$ cat src/rtl/adder_inverse_seq.sv
// Sequential inverse adder: recovers the unknown addend (minuend - subtrahend) CHUNK bits per cycle.
// Optional zero-bubble DONE->CALC handoff enabled by defining ADDER_INVERSE_BACK2BACK_EN.

// state | meaning
// ------+---------------------------------------------------------------
// IDLE  | waiting for operands, in_ready=1
// CALC  | subtracting one chunk per cycle, LSB chunk first
// DONE  | result and flags held until out_valid & out_ready
module adder_inverse_seq #(
  parameter int WIDTH = 140,
  parameter int CHUNK = 35
) (
  input  logic             clk,
  input  logic             rst_n,
  input  logic             in_valid,
  output logic             in_ready,
  input  logic [WIDTH:0]   minuend,
  input  logic [WIDTH-1:0] subtrahend,
  output logic             out_valid,
  input  logic             out_ready,
  output logic [WIDTH-1:0] diff,
  output logic             underflow,
  output logic             overflow
);

  localparam int NCHUNK = WIDTH / CHUNK;
  localparam int IDXW   = (NCHUNK > 1) ? $clog2(NCHUNK) : 1;

  typedef enum logic [1:0] {IDLE, CALC, DONE} state_t;

  state_t           state, state_nxt;
  logic [WIDTH:0]   min_q;
  logic [WIDTH-1:0] sub_q;
  logic             borrow_q;
  logic [IDXW-1:0]  idx_q;

  logic [CHUNK-1:0] min_chunk;
  logic [CHUNK-1:0] sub_chunk;
  logic [CHUNK:0]   chunk_res;
  logic             chunk_borrow;
  logic             last_chunk;
  logic             accept;

  assign min_chunk    = min_q[idx_q*CHUNK +: CHUNK];
  assign sub_chunk    = sub_q[idx_q*CHUNK +: CHUNK];
  // One extra bit on the left catches the borrow out of this chunk.
  assign chunk_res    = {1'b0, min_chunk} - {1'b0, sub_chunk} - {{CHUNK{1'b0}}, borrow_q};
  assign chunk_borrow = chunk_res[CHUNK];
  assign last_chunk   = (idx_q == IDXW'(NCHUNK - 1));
  assign accept       = in_valid & in_ready;

  always_comb begin
    state_nxt = state;
    in_ready  = 1'b0;
    out_valid = 1'b0;
    case (state)
      IDLE: begin
        in_ready = 1'b1;
        if (accept) state_nxt = CALC;
      end
      CALC: begin
        if (last_chunk) state_nxt = DONE;
      end
      DONE: begin
        out_valid = 1'b1;
`ifdef ADDER_INVERSE_BACK2BACK_EN
        in_ready = out_ready;
`else
        in_ready = 1'b0;
`endif
        if (out_ready) state_nxt = accept ? CALC : IDLE;
      end
      default: state_nxt = IDLE;
    endcase
  end

  always_ff @(posedge clk or negedge rst_n) begin
    if (!rst_n) begin
      state     <= IDLE;
      min_q     <= '0;
      sub_q     <= '0;
      borrow_q  <= 1'b0;
      idx_q     <= '0;
      diff      <= '0;
      underflow <= 1'b0;
      overflow  <= 1'b0;
    end else begin
      state <= state_nxt;
      if (accept) begin
        min_q     <= minuend;
        sub_q     <= subtrahend;
        borrow_q  <= 1'b0;
        idx_q     <= '0;
        underflow <= 1'b0;
        overflow  <= 1'b0;
      end else if (state == CALC) begin
        diff[idx_q*CHUNK +: CHUNK] <= chunk_res[CHUNK-1:0];
        borrow_q <= chunk_borrow;
        idx_q    <= last_chunk ? '0 : idx_q + 1'b1;
        if (last_chunk) begin
          // Top minuend bit against the final borrow decides fit / wrap.
          overflow  <= min_q[WIDTH] & ~chunk_borrow;
          underflow <= ~min_q[WIDTH] & chunk_borrow;
        end
      end
    end
  end

endmodule
$ cat config.mk
export PLATFORM = sky130hd
export DESIGN_NAME = adder_inverse_seq
export DESIGN_NICKNAME = d
export VERILOG_FILES = /design/src/rtl/adder_inverse_seq.sv
export SDC_FILE = /design/constraint.sdc
export NUM_CORES = 1
export LEC_CHECK = 0
export CAP_MARGIN = 25
export CELL_PAD_IN_SITES_DETAIL_PLACEMENT = 2
export CELL_PAD_IN_SITES_GLOBAL_PLACEMENT = 2
export CORE_UTILIZATION = 29
export DETAILED_ROUTE_END_ITERATION = 7
export PLACE_DENSITY = 0.88
export RECOVER_POWER = 25
export SLEW_MARGIN = 20
export SYNTH_ARGS = -nofsm -noshare
export SYNTH_HDL_FRONTEND = slang
export SYNTH_SLANG_ARGS = --single-unit
$ cat constraint.sdc
create_clock -name clk -period 4.1 [get_ports clk]
set_input_delay 1.23 -clock clk [delete_from_list [all_inputs] [get_ports clk]]
set_output_delay 1.23 -clock clk [all_outputs]
set_load 0.005 [all_outputs]
# Yosys cells after proc, flatten, opt, wreduce, memory -nomap -nowiden
# Index checks and enable logic that the tools add are counted.
[word_totals] regBits=428 input_bits=285 out_inout_bits=144 word_cells=54
[classes] addsub=4 multipliers=1 eq_ne=6 shift=4 n_mux=19 n_bitwise=6 n_reduce_logical=6
[ops] op="$shiftx 141x9->35" n=1
[ops] op="$bwmux 140" n=1
[ops] op="$shift 35x34->140 const A" n=1
[ops] op="$shiftx 140x9->35" n=1
[ops] op="$shiftx 35x34->140" n=1
[ops] op="$sub 35x35->36" n=1
[ops] op="$sub 36x1->36" n=1
[ops] op="$neg 8->34" n=1
[ops] op="$mux 2" n=6
[ops] op="$mux 1" n=11
[ops] op="$mul 2x6->8 const B" n=1
[ops] op="$ne 2x2->1 const B" n=3
[ops] op="$pmux 2 s3" n=1
[ops] op="$eq 2x2->1 const B" n=2
[ops] op="$reduce_and 2->1" n=2
[ops] op="$reduce_bool 2->1" n=2
[ops] op="$and 1x1->1" n=3
[ops] op="$not 1->1" n=3
[ops] op="$reduce_and 3->1" n=1
[ops] op="$add 2x1->2 const B" n=1
[ops] op="$eq 2x1->1 const B" n=1
[ops] op="$logic_not 2->1" n=1

# Longest topological paths before layout
# Gate-level depths: netlist of run 1.
[depth] ltp_word=9 ltp_mapped=17 ltp_nobuf=13

# Worst setup path before layout of run 1
# No wires, ideal clock.
[synth_path] path_type="reg-to-reg" from="register idx_q[0]" to="register diff[64]" setup_ns=0.122 arrival_time_ns=4.294 required_ns=3.978 setup_slack_ns=-0.316 path_stages_with_launch=15 path_cell_list="dfrtp_1 -> buf_6 -> clkbuf_1 -> buf_1 -> mux4_2 -> ha_1 -> inv_1 -> ha_1 -> o21ai_0 -> o31ai_1 -> o2111ai_2 -> a211o_2 -> a211oi_2 -> o21ai_1 -> a32o_1"
[synth_between] elab_chain_len=6 elab_cells_between_ends=9 cone_classes="add/sub (3); mul (1); shift (4); mux (1)"
[synth_rtl] element="from (decl)" line_no="35" text="logic [IDXW-1:0] idx_q;"
[synth_rtl] element="from (signal assigned)" line_no="99" text="idx_q <= last_chunk ? '0 : idx_q + 1'b1;"
[synth_rtl] element="$mul 2x6->8 (*)" line_no="44, 45, 97"
[synth_rtl] element="$shiftx 141x9->35 or $shiftx 140x9->35 (tied branches)" line_no="44, 45"
[synth_rtl] element="$sub 35x35->36" line_no="47" text="assign chunk_res = {1'b0, min_chunk} - {1'b0, sub_chunk} - {{CHUNK{1'b0}}, borrow_q};"
[synth_rtl] element="$sub 36x1->36" line_no="47"
[synth_rtl] element="$shiftx 35x34->140" line_no="97" text="diff[idx_q*CHUNK +: CHUNK] <= chunk_res[CHUNK-1:0];"
[synth_rtl] element="$bwmux 140 (*)" line_no="97"
[synth_rtl] element="to (signal, indexed assignment)" line_no="97"
[synth_rtl] element="to (decl)" line_no="21" text="output logic [WIDTH-1:0] diff,"
# Mark *: on every way between the ends. The rest lies on a longest branch, timed or not.
# A chain may end at the register's enable or synchronous reset.

# Worst setup path after layout of run 1
[layout_path] from="register idx_q[0]" to="register diff[28]"
# The elaborated chain is that of the path after synthesis.

==> results.md, run 1 <==
* Run status: complete, but fails checks
* Violated checks: capacitance limit, slew limit, setup timing
* Post-synthesis cell count at 2103
* Initial core utilization at 29.5%
* Global-route wire length before repair at 131000 um
* Min-Delay Path Depth at 2
* Hold-fix buffers, CTS at 0
* Most frequent cell after synthesis: nand2_1
* Die area at 0.0712 sq mm
* CTS Buf Count at 49
* Top Ports at approximately 430
* Area of the multi-input gates at around 0.0091 sq mm
* Reg2reg path depth at 17
* Worst min path class: flip-flop to flip-flop
* 1st-iter DRT viols at around 1.2k
* Clock insertion delay at the later pin of the skew report at 0.62 ns
* Synth cell types at 68
* Crit-path max FO at 6
* Max Root-Sink Buffers at 3
* Reg-to-reg startpoint: idx_q[0]$_DFFE_PN0P_
* Initial antenna violation count at 10
* Area Overhead vs Synth at 40.9%
* DP HPWL at 63400 um
* Yosys top cell area share at 52.7%
* Slew Viols, Final at 86
* Slew @ Worst Pin at 2.50 ns
* Worst rel slew slack at -66.5%
* Top cells by area, synth: dfrtp_1, nand2_1, mux4_2, ha_1, a22o_1
* Setup violations, final at 5
* CTS root buf: clkbuf_16
* Via density at about 5
* Max Clk Rate at 241 MHz
* CP required at around 4.6 ns
* Ys flop type: dfrtp_1
* GRT Util Overall at 24.3%
* Largest net degree at the start of global routing at 142
* Finished Layout Cells at 3590
* Dpl cells at 3477
* Crit start category: flip-flop
* Fin Setup TNS at -0.138 ns
* Number of synthesized flops with an enable pin at 0
* Gpl congestion at 0.859
* Flip-flop and latch count after synthesis at 428
* Yosys top cell by area: dfrtp_1
* Setup skew after layout at 0.0359 ns
* Fill count at 7345
* Die height at approximately 270 um
* Synth Warn # at 0
* Final wirelength at 87200 um
* Hold_sp: sub_q[126]$_DFFE_PN0P_
* Final antenna-violating net count at 0
* Final worst path period share at 101%
* R2r endpoint: diff[28]$_DFFE_PN0P_
* Synth Net Count at 2462
* Port Buffers at around 430
* Number of global-route vias before repair at 20.7k
* CTS tree: built
* Fin nets at just under 3k
* Vias after detailed routing at 18.0k
* Max cap viols at 1
* Wirelength per Cell at 24.3 um
* First-pass DRT Iterations at 5
* Critical path class: flip-flop to flip-flop
* Min setup slack post-route at -0.0560 ns
* Asr flop ratio synth at 100%
* Clock Sinks at 428
* Die W at 267 um
* Crit path time final at 4.16 ns
* CTS clk-pin slew, worst paths at around 0.060 ns
* Mean Syn Cell Area at 9.67 sq um
* Gr ovfl total at 0
* Final hold vios at 0
* DR DRC count at 0
* Reg2reg setup slack at -0.06 ns
* Core Region at slightly below 0.07 sq mm
* Layout cells sized above 1 at 14.0%
* Register Area at approximately 0.011 sq mm
* Post-synth top cells: nand2_1, dfrtp_1, inv_1, clkbuf_1, a22o_1
* Worst setup EP type: flip-flop
* Worst Hold End: sub_q[126]$_DFFE_PN0P_
* Synth Cell Area at 0.0203 sq mm
* Rows at 96
* RSZ-0062 raised after global routing: true
* Sequential share of the synthesized area at 52.7%
* Crit path DAT at between 4 and 5 ns
* H-tree Lvls at 2
[routing by layer]
metal | up-vias | track usage, % | part of all wire (%)
met2 | 495 | 42.3 | 51
met5 | - | 0 | 0
met4 | 0 | 9.16 | 3.6
li1 | 7977 | - | -
met3 | 164 | 3.32 | 3.6
met1 | 9329 | 30.7 | 42
[sequential cells by signal, summed over array words and instances (netlist names)]
register / cells
state: 2
sub_q: 140
overflow: 1
underflow: 1
diff: 140
borrow_q: 1
min_q: 141
idx_q: 2
[per-stage QoR]
step | worst slack [ns] | utilization, % | hold WS [ns] | instance area [sq um]
after global routing | -0.130 | 41.5 | 0.503 | 28600
final | -0.0560 | 41.5 | 0.473 | 28600
after detailed placement | -0.304 | 38.4 | 0.460 | 26500
after CTS | -0.00258 | 41.0 | 0.476 | 28300
after floorplan | 0.0179 | - | 0.440 | 20400
after global placement | -0.165 | 38.4 | 0.454 | 26500
[worst max path at each step]
stage | startpoint | end | slack [ns] | depth (start not counted)
after global placement | idx_q[0]$_DFFE_PN0P_ | diff[100]$_DFFE_PN0P_ | -0.16 | 14
after floorplan | idx_q[0]$_DFFE_PN0P_ | overflow$_DFFE_PN0P_ | 0.02 | 16
after detailed placement | idx_q[0]$_DFFE_PN0P_ | diff[135]$_DFFE_PN0P_ | -0.30 | 14
after CTS | idx_q[0]$_DFFE_PN0P_ | diff[104]$_DFFE_PN0P_ | -0.003 | 13
final | idx_q[0]$_DFFE_PN0P_ | diff[28]$_DFFE_PN0P_ | -0.06 | 17
after global routing | idx_q[0]$_DFFE_PN0P_ | diff[28]$_DFFE_PN0P_ | -0.13 | 17
[critical path, stage by stage, from the launching register on]
cell and delay, ns:
dfrtp_4 0.57, buf_12 0.17, buf_4 0.13, mux4_2 0.43
inv_1 0.14, ha_1 0.19, inv_1 0.05, ha_1 0.29
or2_2 0.34, a21oi_2 0.22, o31ai_4 0.11, nor4bb_4 0.17
buf_4 0.16, o2111ai_2 0.22, and2_4 0.23, buf_4 0.12
mux2_4 0.33, o21ai_2 0.16
[placed cells by master, fill, tap and decap left out, drive strengths merged, types with 4 or more instances in the layout]
cell           instances
a21o                  14
a22oi                 13
dfrtp                428
and3                   5
a22o                  92
bufinv                 4
xnor2                 23
mux4                  70
nand4                  5
or3                   10
ha                    72
clkinv                 7
nand2b                 6
and2                   4
nor3                  10
o31ai                  4
a31oi                  4
diode                  9
o21ai                 61
clkbuf                81
nor2                  26
a211oi                 4
o21bai                 8
inv                  121
nand2                907
a32o                   8
buf                  134
a21oi                 43
nand3                  7
clkdlybuf4s50        427
[logic make-up (layout without fill, tap and decap cells)]
logic type               after synthesis  count (layout)  synth area share [%]
adder cells (fa/ha/maj)               74              74                  4.63
other                                  0               9                     0
AND/OR/NAND/NOR                      994             994                  19.2
buffers and inverters                229             776                  4.28
XOR/XNOR                              26              26                  1.19
multiplexers                          73              73                  7.91
flip-flops                           428             428                  52.7
AO/OA/AOI/OAI                        279             279                  10.1
[area by class of cell]
| class | instances | share of cell area [%] |
|---|---|---|
| flip-flops and latches | 428 | 37.4 |
| multi-input cells | 1446 | 31.9 |
| repair buffers | 568 | 19.2 |
| clock buffers | 74 | 5.10 |
| well taps | 931 | 4.07 |
| inverters | 119 | 1.56 |
| clock inverters | 15 | 0.747 |
| diodes | 9 | 0.0786 |
[repair_timing]
action	in CTS	in global routing
setup endpoints to repair	70	77
buffers inserted	3	12
endpoints found under the hold margin	0	0
gates resized for setup	18	57
pin swaps	0	2
Power of run 1 is left out: the tool's default activity adds up to more than one toggle a clock period on the data nets, which glitch-free logic cannot reach.
==> run 2, diff against run 1 <==
--- a/config.mk
+++ b/config.mk
@@ -10,8 +10,8 @@
 export CELL_PAD_IN_SITES_GLOBAL_PLACEMENT = 2
 export CORE_UTILIZATION = 29
 export DETAILED_ROUTE_END_ITERATION = 7
+export GPL_ROUTABILITY_DRIVEN = 0
 export PLACE_DENSITY = 0.88
-export RECOVER_POWER = 25
 export SLEW_MARGIN = 20
 export SYNTH_ARGS = -nofsm -noshare
 export SYNTH_HDL_FRONTEND = slang
==> run 2 against run 1 <==
  * The flow now finishes without violations
  * Via count rose by 1.3%
  * Critical path depth is the same
  * Register-to-register slack better by 0.06 ns
  * Global-route usage grew 0.14 points
  * Critical path type unchanged
  * Critical endpoint is now borrow_q$_DFFE_PN0P_
  * Sequential cell count did not move
  * Setup slack better by 0.060 ns
  * Clock-buffer cell count decreased by 6
  * Worst hold slack worse by 0.0026 ns
  * Cell area increased by 0.17%
  * First-iteration DRC count fell by 7.4%
==> results.md, run 2 (synthesized netlist as in run 1, its figures left out) <==
* Top Ports at 429 (unchanged)
* Vias after detailed routing at 18.2k (+1.3%)
* Final wirelength at 88300 um (+1.2%)
* Fin Setup TNS at 0 ns (+0.138 ns)
* CTS Buf Count at 50 (+2.0%)
* Reg-to-reg startpoint: idx_q[0]$_DFFE_PN0P_
* Run status: finished, final reports clean
* Largest net degree at the start of global routing at 102 (-28%)
* Final hold vios at 0 (unchanged)
* Die area at 0.0712 sq mm (unchanged)
* H-tree Lvls at 2 (unchanged)
* CP required at 4.61 ns (+0.02 ns)
* Gr ovfl total at 0 (unchanged)
* Area Overhead vs Synth at 41.1%
* DR DRC count at 0 (unchanged)
* Worst rel slew slack at 40.0% (+110 points)
* Commonest non-fill, non-tap cell in the layout: nand2_1
* Initial antenna violation count at 7 (-3)
* Hold_sp: sub_q[19]$_DFFE_PN0P_
* GRT Util Overall at 24.5% (+0.14 points)
* First-pass DRT Iterations at 7 (+2)
* Setup violations, final at 0 (-5)
* Largest register FFs at 141 (unchanged)
* R2r endpoint: borrow_q$_DFFE_PN0P_
* Crit path DAT at 4.61 ns (-0.04 ns)
* DP HPWL at 65000 um (+2.6%)
* Worst min path class: flip-flop to flip-flop
* Setup skew after layout at 0.0244 ns (-0.0116 ns)
* Global-route wire length before repair at 131000 um (+0.43%)
* Slew Viols, Final at 0 (-100%)
* Min-Delay Path Depth at 2 (unchanged)
* CTS clk-pin slew, worst paths at 0.06 ns (about the same)
* RSZ-0062 raised after global routing: true
* CTS tree: built
* Crit start category: flip-flop
* Number of global-route vias before repair at 20.5k (-0.74%)
* Crit-path max FO at 6 (unchanged)
* Final worst path period share at 99.9% (-1.5 points)
* Via density at 5.09 (+1.7%)
* CTS root buf: clkbuf_16
* Reg2reg setup slack at 0.004 ns (+0.06 ns)
* Max Root-Sink Buffers at 3 (unchanged)
* Slew @ Worst Pin at 0.898 ns (-1.60 ns)
* Clock Sinks at 428 (unchanged)
* Clock insertion delay at the later pin of the skew report at 0.62 ns (about the same)
* Max Clk Rate at 244 MHz (+1.5%)
* Die height at 267 um (unchanged)
* Rows at 96 (unchanged)
* Core Region at 0.0689 sq mm (unchanged)
* Top reg by flops: min_q
* Reg2reg path depth at 17 (unchanged)
* Hold-fix buffers, CTS at 0 (unchanged)
* Layout cells sized above 1 at 14.0% (+0.085 points)
* 1st-iter DRT viols at 1116 (-7.4%)
* Critical path class: flip-flop to flip-flop
* Commonest non-fill, non-tap cells in the layout: nand2_1, clkdlybuf4s50_1, dfrtp_1
* Port Buffers at 428 (unchanged)
* Fill count at 7258 (-1.2%)
* Worst setup EP type: flip-flop
* Final antenna-violating net count at 0 (unchanged)
* Wirelength per Cell at 24.7 um (+1.6%)
* Crit path time final at 4.10 ns (-0.0600 ns)
* Largest registers: min_q (141), diff (140), sub_q (140)
* Fin nets at 2960 (-0.37%)
* Initial core utilization at 29.5% (unchanged)
* Worst Hold End: sub_q[19]$_DFFE_PN0P_
* Die W at 267 um (unchanged)
* Max cap viols at 0 (-1)
## run 2: cell types whose count changed in the layout (fill, tap and decap cells not counted), moves of 3 or more
cell       change
buf_4         -13
clkinv_2       +9
clkbuf_2       -6
buf_12         +4
clkbuf_1       -4
clkbuf_8       -4
clkbuf_16      +3
diode_2        -3
ha_1           -3
## run 2: metal layers
| metal | vias up | wire, um | track usage (%) |
|---|---|---|---|
| met5 | - | 0 | 0 |
| met4 | 0 | 3140 | 8.71 |
| met3 | 158 | 3960 | 3.11 |
| met2 | 577 | 44200 | 42.5 |
| met1 | 9497 | 37000 | 31.2 |
| li1 | 7969 | - | - |
## run 2: cell type report
cell class	instances	area (sq um)	share of cell area [%]
Clock buffer	68	1440	5.02
Clock inverter	24	255	0.890
Inverter	119	449	1.57
Tap cell	931	1160	4.06
Sequential cell	428	10700	37.4
Multi-Input combinational cell	1446	9150	31.9
Antenna cell	6	15.0	0.0523
Timing Repair Buffer	556	5500	19.2
## run 2: timing repair
item / CTS / global route
pin swaps: 1 / 15
cloned: 0 / 1
buffers inserted: 6 / 13
resized for setup: 18 / 74
setup endpoints to repair: 68 / 80
## run 2: through the flow
stage,util (%),hold slack (ns),cells,instance area (sq um),setup slack [ns]
2_1_floorplan,-,0.440,2103,20400,0.0179
3_3_place_gp,38.2,0.454,3460,26400,-0.179
3_5_place_dp,38.2,0.462,3460,26400,-0.322
4_1_cts,40.9,0.476,3558,28200,0.00670
5_1_grt,41.6,0.502,3578,28700,-0.100
6_report,41.6,0.470,3578,28700,0.00403
## run 2: worst max path at each step
stage,start,end,slack (ns),cells after the start
after floorplan,idx_q[0]$_DFFE_PN0P_,overflow$_DFFE_PN0P_,0.02,16
after global placement,idx_q[0]$_DFFE_PN0P_,diff[31]$_DFFE_PN0P_,-0.18,15
after detailed placement,idx_q[0]$_DFFE_PN0P_,diff[136]$_DFFE_PN0P_,-0.32,15
after CTS,idx_q[0]$_DFFE_PN0P_,diff[135]$_DFFE_PN0P_,0.007,16
after global routing,idx_q[0]$_DFFE_PN0P_,diff[14]$_DFFE_PN0P_,-0.10,17
final,idx_q[0]$_DFFE_PN0P_,borrow_q$_DFFE_PN0P_,0.004,17
## run 2: worst max-delay path: stages (launching register included)
cell      delay, ns
dfrtp_4        0.53
buf_12         0.16
buf_8          0.12
mux4_2         0.54
inv_2          0.11
ha_4           0.21
inv_4          0.07
ha_4           0.20
a21o_1         0.22
buf_6          0.15
nor2_4         0.12
o31ai_4        0.09
buf_6          0.13
o21ai_4        0.26
a211oi_4       0.15
o31ai_4        0.31
or4b_4         0.49
o211ai_1       0.11
Power of run 2 is left out for the same reason.
==> run 3, diff against run 2 <==
--- a/config.mk
+++ b/config.mk
@@ -11,7 +11,9 @@
 export CORE_UTILIZATION = 29
 export DETAILED_ROUTE_END_ITERATION = 7
 export GPL_ROUTABILITY_DRIVEN = 0
+export GPL_TIMING_DRIVEN = 1
 export PLACE_DENSITY = 0.88
+export REMOVE_ABC_BUFFERS = 1
 export SLEW_MARGIN = 20
 export SYNTH_ARGS = -nofsm -noshare
 export SYNTH_HDL_FRONTEND = slang
==> run 3 against run 2 <==
  * Register-to-register slack improved by 0.02 ns
  * Core utilization up 0.28 points
  * Routed wire length down 2.0%
  * Sequential cell count stayed put
  * Critical path depth fell by 1
  * Cell area increased by 0.66%
  * Clock skew is essentially flat
  * Via count fell by 1.4%
==> results.md, run 3 (synthesized netlist as in run 1, its figures left out) <==
* Top Ports at 429 (unchanged)
* Core Region at 0.0689 sq mm (unchanged)
* Largest register FFs at 141 (unchanged)
* Fin nets at 2964 (+0.14%)
* CP Cell Sequence: buf_12 -> buf_12 -> mux4_2 -> inv_2 -> ha_4 -> inv_2 -> ha_4 -> a21o_4 -> o21a_1 -> or2_1 -> buf_4 -> a41oi_1 -> o21bai_1 -> a21oi_1 -> xnor2_1 -> a22o_1
* Worst setup EP type: flip-flop
* Gr ovfl total at 0 (unchanged)
* CTS Buf Count at 49 (-2.0%)
* Min-Delay Path Depth at 2 (unchanged)
* Clock insertion delay at the later pin of the skew report at 0.59 ns (-0.03 ns)
* Max incr delay on CP at 0.54 ns (about the same)
* R2r endpoint: diff[119]$_DFFE_PN0P_
* H-tree Lvls at 2 (unchanged)
* Crit path time final at 4.08 ns (-0.0189 ns)
* First-pass DRT Iterations at 5 (-2)
* Largest net degree at the start of global routing at 110 (+7.8%)
* Worst rel slew slack at 37.2% (-2.8 points)
* Crit start category: flip-flop
* Fill count at 7239 (-0.26%)
* Dpl cells at 3463 (+0.087%)
* Rows at 96 (unchanged)
* Initial core utilization at 29.5% (unchanged)
* Max cap viols at 0 (unchanged)
* Final wirelength at 86600 um (-2.0%)
* Final hold vios at 0 (unchanged)
* Global-route wire length before repair at 129000 um (-2.0%)
* Die area at 0.0712 sq mm (unchanged)
* Critical path class: flip-flop to flip-flop
* Reg-to-reg startpoint: idx_q[0]$_DFFE_PN0P_
* Commonest non-fill, non-tap cell in the layout: nand2_1
* Critical path's top delay family: compound AO/OA/AOI/OAI gates
* 1st-iter DRT viols at 1029 (-7.8%)
* Layout cells sized above 1 at 14.3% (+0.22 points)
* Largest registers: min_q (141), diff (140), sub_q (140)
* Crit-path max FO at 8 (+2)
* DR DRC count at 0 (unchanged)
* Slew @ Worst Pin at 0.940 ns (+0.0420 ns)
* Finished Layout Cells at 3574 (-0.11%)
* Worst min path class: flip-flop to flip-flop
* Final antenna-violating net count at 0 (unchanged)
* Port Buffers at 428 (unchanged)
* Dpl cell area at 0.0264 sq mm (+0.27%)
* Max Root-Sink Buffers at 3 (unchanged)
* Final worst path period share at 99.4% (-0.46 points)
* Wirelength per Cell at 24.2 um (-1.9%)
* RSZ-0062 raised after global routing: true
* Clock Sinks at 428 (unchanged)
* Reg2reg setup slack at 0.02 ns (+0.02 ns)
* DP HPWL at 61700 um (-5.1%)
* Commonest non-fill, non-tap cells in the layout: nand2_1, clkdlybuf4s50_1, dfrtp_1
* Hold_sp: min_q[123]$_DFFE_PN0P_
* Die height at 267 um (unchanged)
* Via density at 5.02 (-1.2%)
* Crit path DAT at 4.57 ns (-0.04 ns)
* Hold-fix buffers, CTS at 0 (unchanged)
* Die W at 267 um (unchanged)
* Buf+Inv Stages, Crit Path at 5 (-1)
* Number of global-route vias before repair at 21.2k (+3.4%)
* Reg2reg path depth at 16 (-1)
* Post-route cell area at 0.0289 sq mm (+0.66%)
* CTS root buf: clkbuf_16
* Vias after detailed routing at 18.0k (-1.4%)
* Initial antenna violation count at 1 (-6)
* Setup violations, final at 0 (unchanged)
* Crit path depth at 16 (-1)
* CTS clk-pin slew, worst paths at 0.06 ns (about the same)
* Slowest CP cell: dfrtp_4
* CTS tree: built
* Worst Hold End: min_q[123]$_DFFE_PN0P_
* Slew Viols, Final at 0 (unchanged)
* CP required at 4.59 ns (-0.02 ns)
* Setup skew after layout at 0.0240 ns (-0.000396 ns)
* Area Overhead vs Synth at 42.0%
* Hold_ws at 0.473 ns (+0.00264 ns)
* Run status: finished, final reports clean
* GRT Util Overall at 23.9% (-0.56 points)
* Top reg by flops: min_q
* Max Clk Rate at 245 MHz (+0.46%)
[run 3: cell count changes in the layout (fill, tap and decap cells not counted), moves of 4 or more]
cell	delta
xnor2_1	+5
clkinv_2	-6
diode_2	-5
o21ai_0	-6
xnor2_2	-4
buf_4	+5
[run 3: worst register-to-register path, cell delays in order, from the launching register on]
cell and delay [ns]:
dfrtp_4 0.54, buf_12 0.18, buf_12 0.15, mux4_2 0.53, inv_2 0.08, ha_4 0.20
inv_2 0.07, ha_4 0.22, a21o_4 0.25, o21a_1 0.21, or2_1 0.25, buf_4 0.16
a41oi_1 0.26, o21bai_1 0.10, a21oi_1 0.20, xnor2_1 0.35, a22o_1 0.26
[run 3: routing by layer]
layer  routed length, um  track usage (%)  up-vias
li1                    -                -     7964
met5                   0                0        -
met4                3730             11.7        0
met1               33900             27.7     9298
met3                4260             4.47      183
met2               44700             42.3      509
[run 3: cell type report]
| type | instances | area [sq um] | share of cell area, % |
|---|---|---|---|
| tap | 931 | 1160 | 4.03 |
| timing repair buffer | 561 | 5580 | 19.3 |
| antenna | 1 | 2.50 | 0.00867 |
| clock inverter | 16 | 240 | 0.832 |
| clock buffer | 72 | 1490 | 5.14 |
| inverter | 119 | 447 | 1.55 |
| sequential | 428 | 10700 | 37.1 |
| multi-input combinational | 1446 | 9240 | 32.0 |
[run 3: per-stage QoR]
stage	setup WS, ns	util (%)	TNS (ns)
3_3_place_gp	-0.203	38.3	-1.34
2_1_floorplan	-2.64	-	-843.48
5_1_grt	-0.0737	41.9	-0.589
6_report	0.0229	41.9	0
3_5_place_dp	-0.264	38.3	-2.40
4_1_cts	-0.00362	41.1	-0.00362
[run 3: what timing repair did]
action                                  4_1_cts  5_1_grt
endpoints found under the setup margin       51       76
gates resized for setup                      24       80
setup buffers                                 5       17
cloned                                        1        1
pin swaps                                     2       29
[run 3: worst max-delay path by stage]
| stage | from | end | slack, ns |
|---|---|---|---|
| CTS | idx_q[0]$_DFFE_PN0P_ | diff[104]$_DFFE_PN0P_ | -0.004 |
| finish | idx_q[0]$_DFFE_PN0P_ | diff[119]$_DFFE_PN0P_ | 0.02 |
| floorplan | in_valid | underflow$_DFFE_PN0P_ | -2.64 |
| global placement | idx_q[0]$_DFFE_PN0P_ | diff[62]$_DFFE_PN0P_ | -0.20 |
| global route | idx_q[0]$_DFFE_PN0P_ | diff[119]$_DFFE_PN0P_ | -0.07 |
| detailed placement | idx_q[0]$_DFFE_PN0P_ | diff[62]$_DFFE_PN0P_ | -0.26 |
Power of run 3 is left out for the same reason.
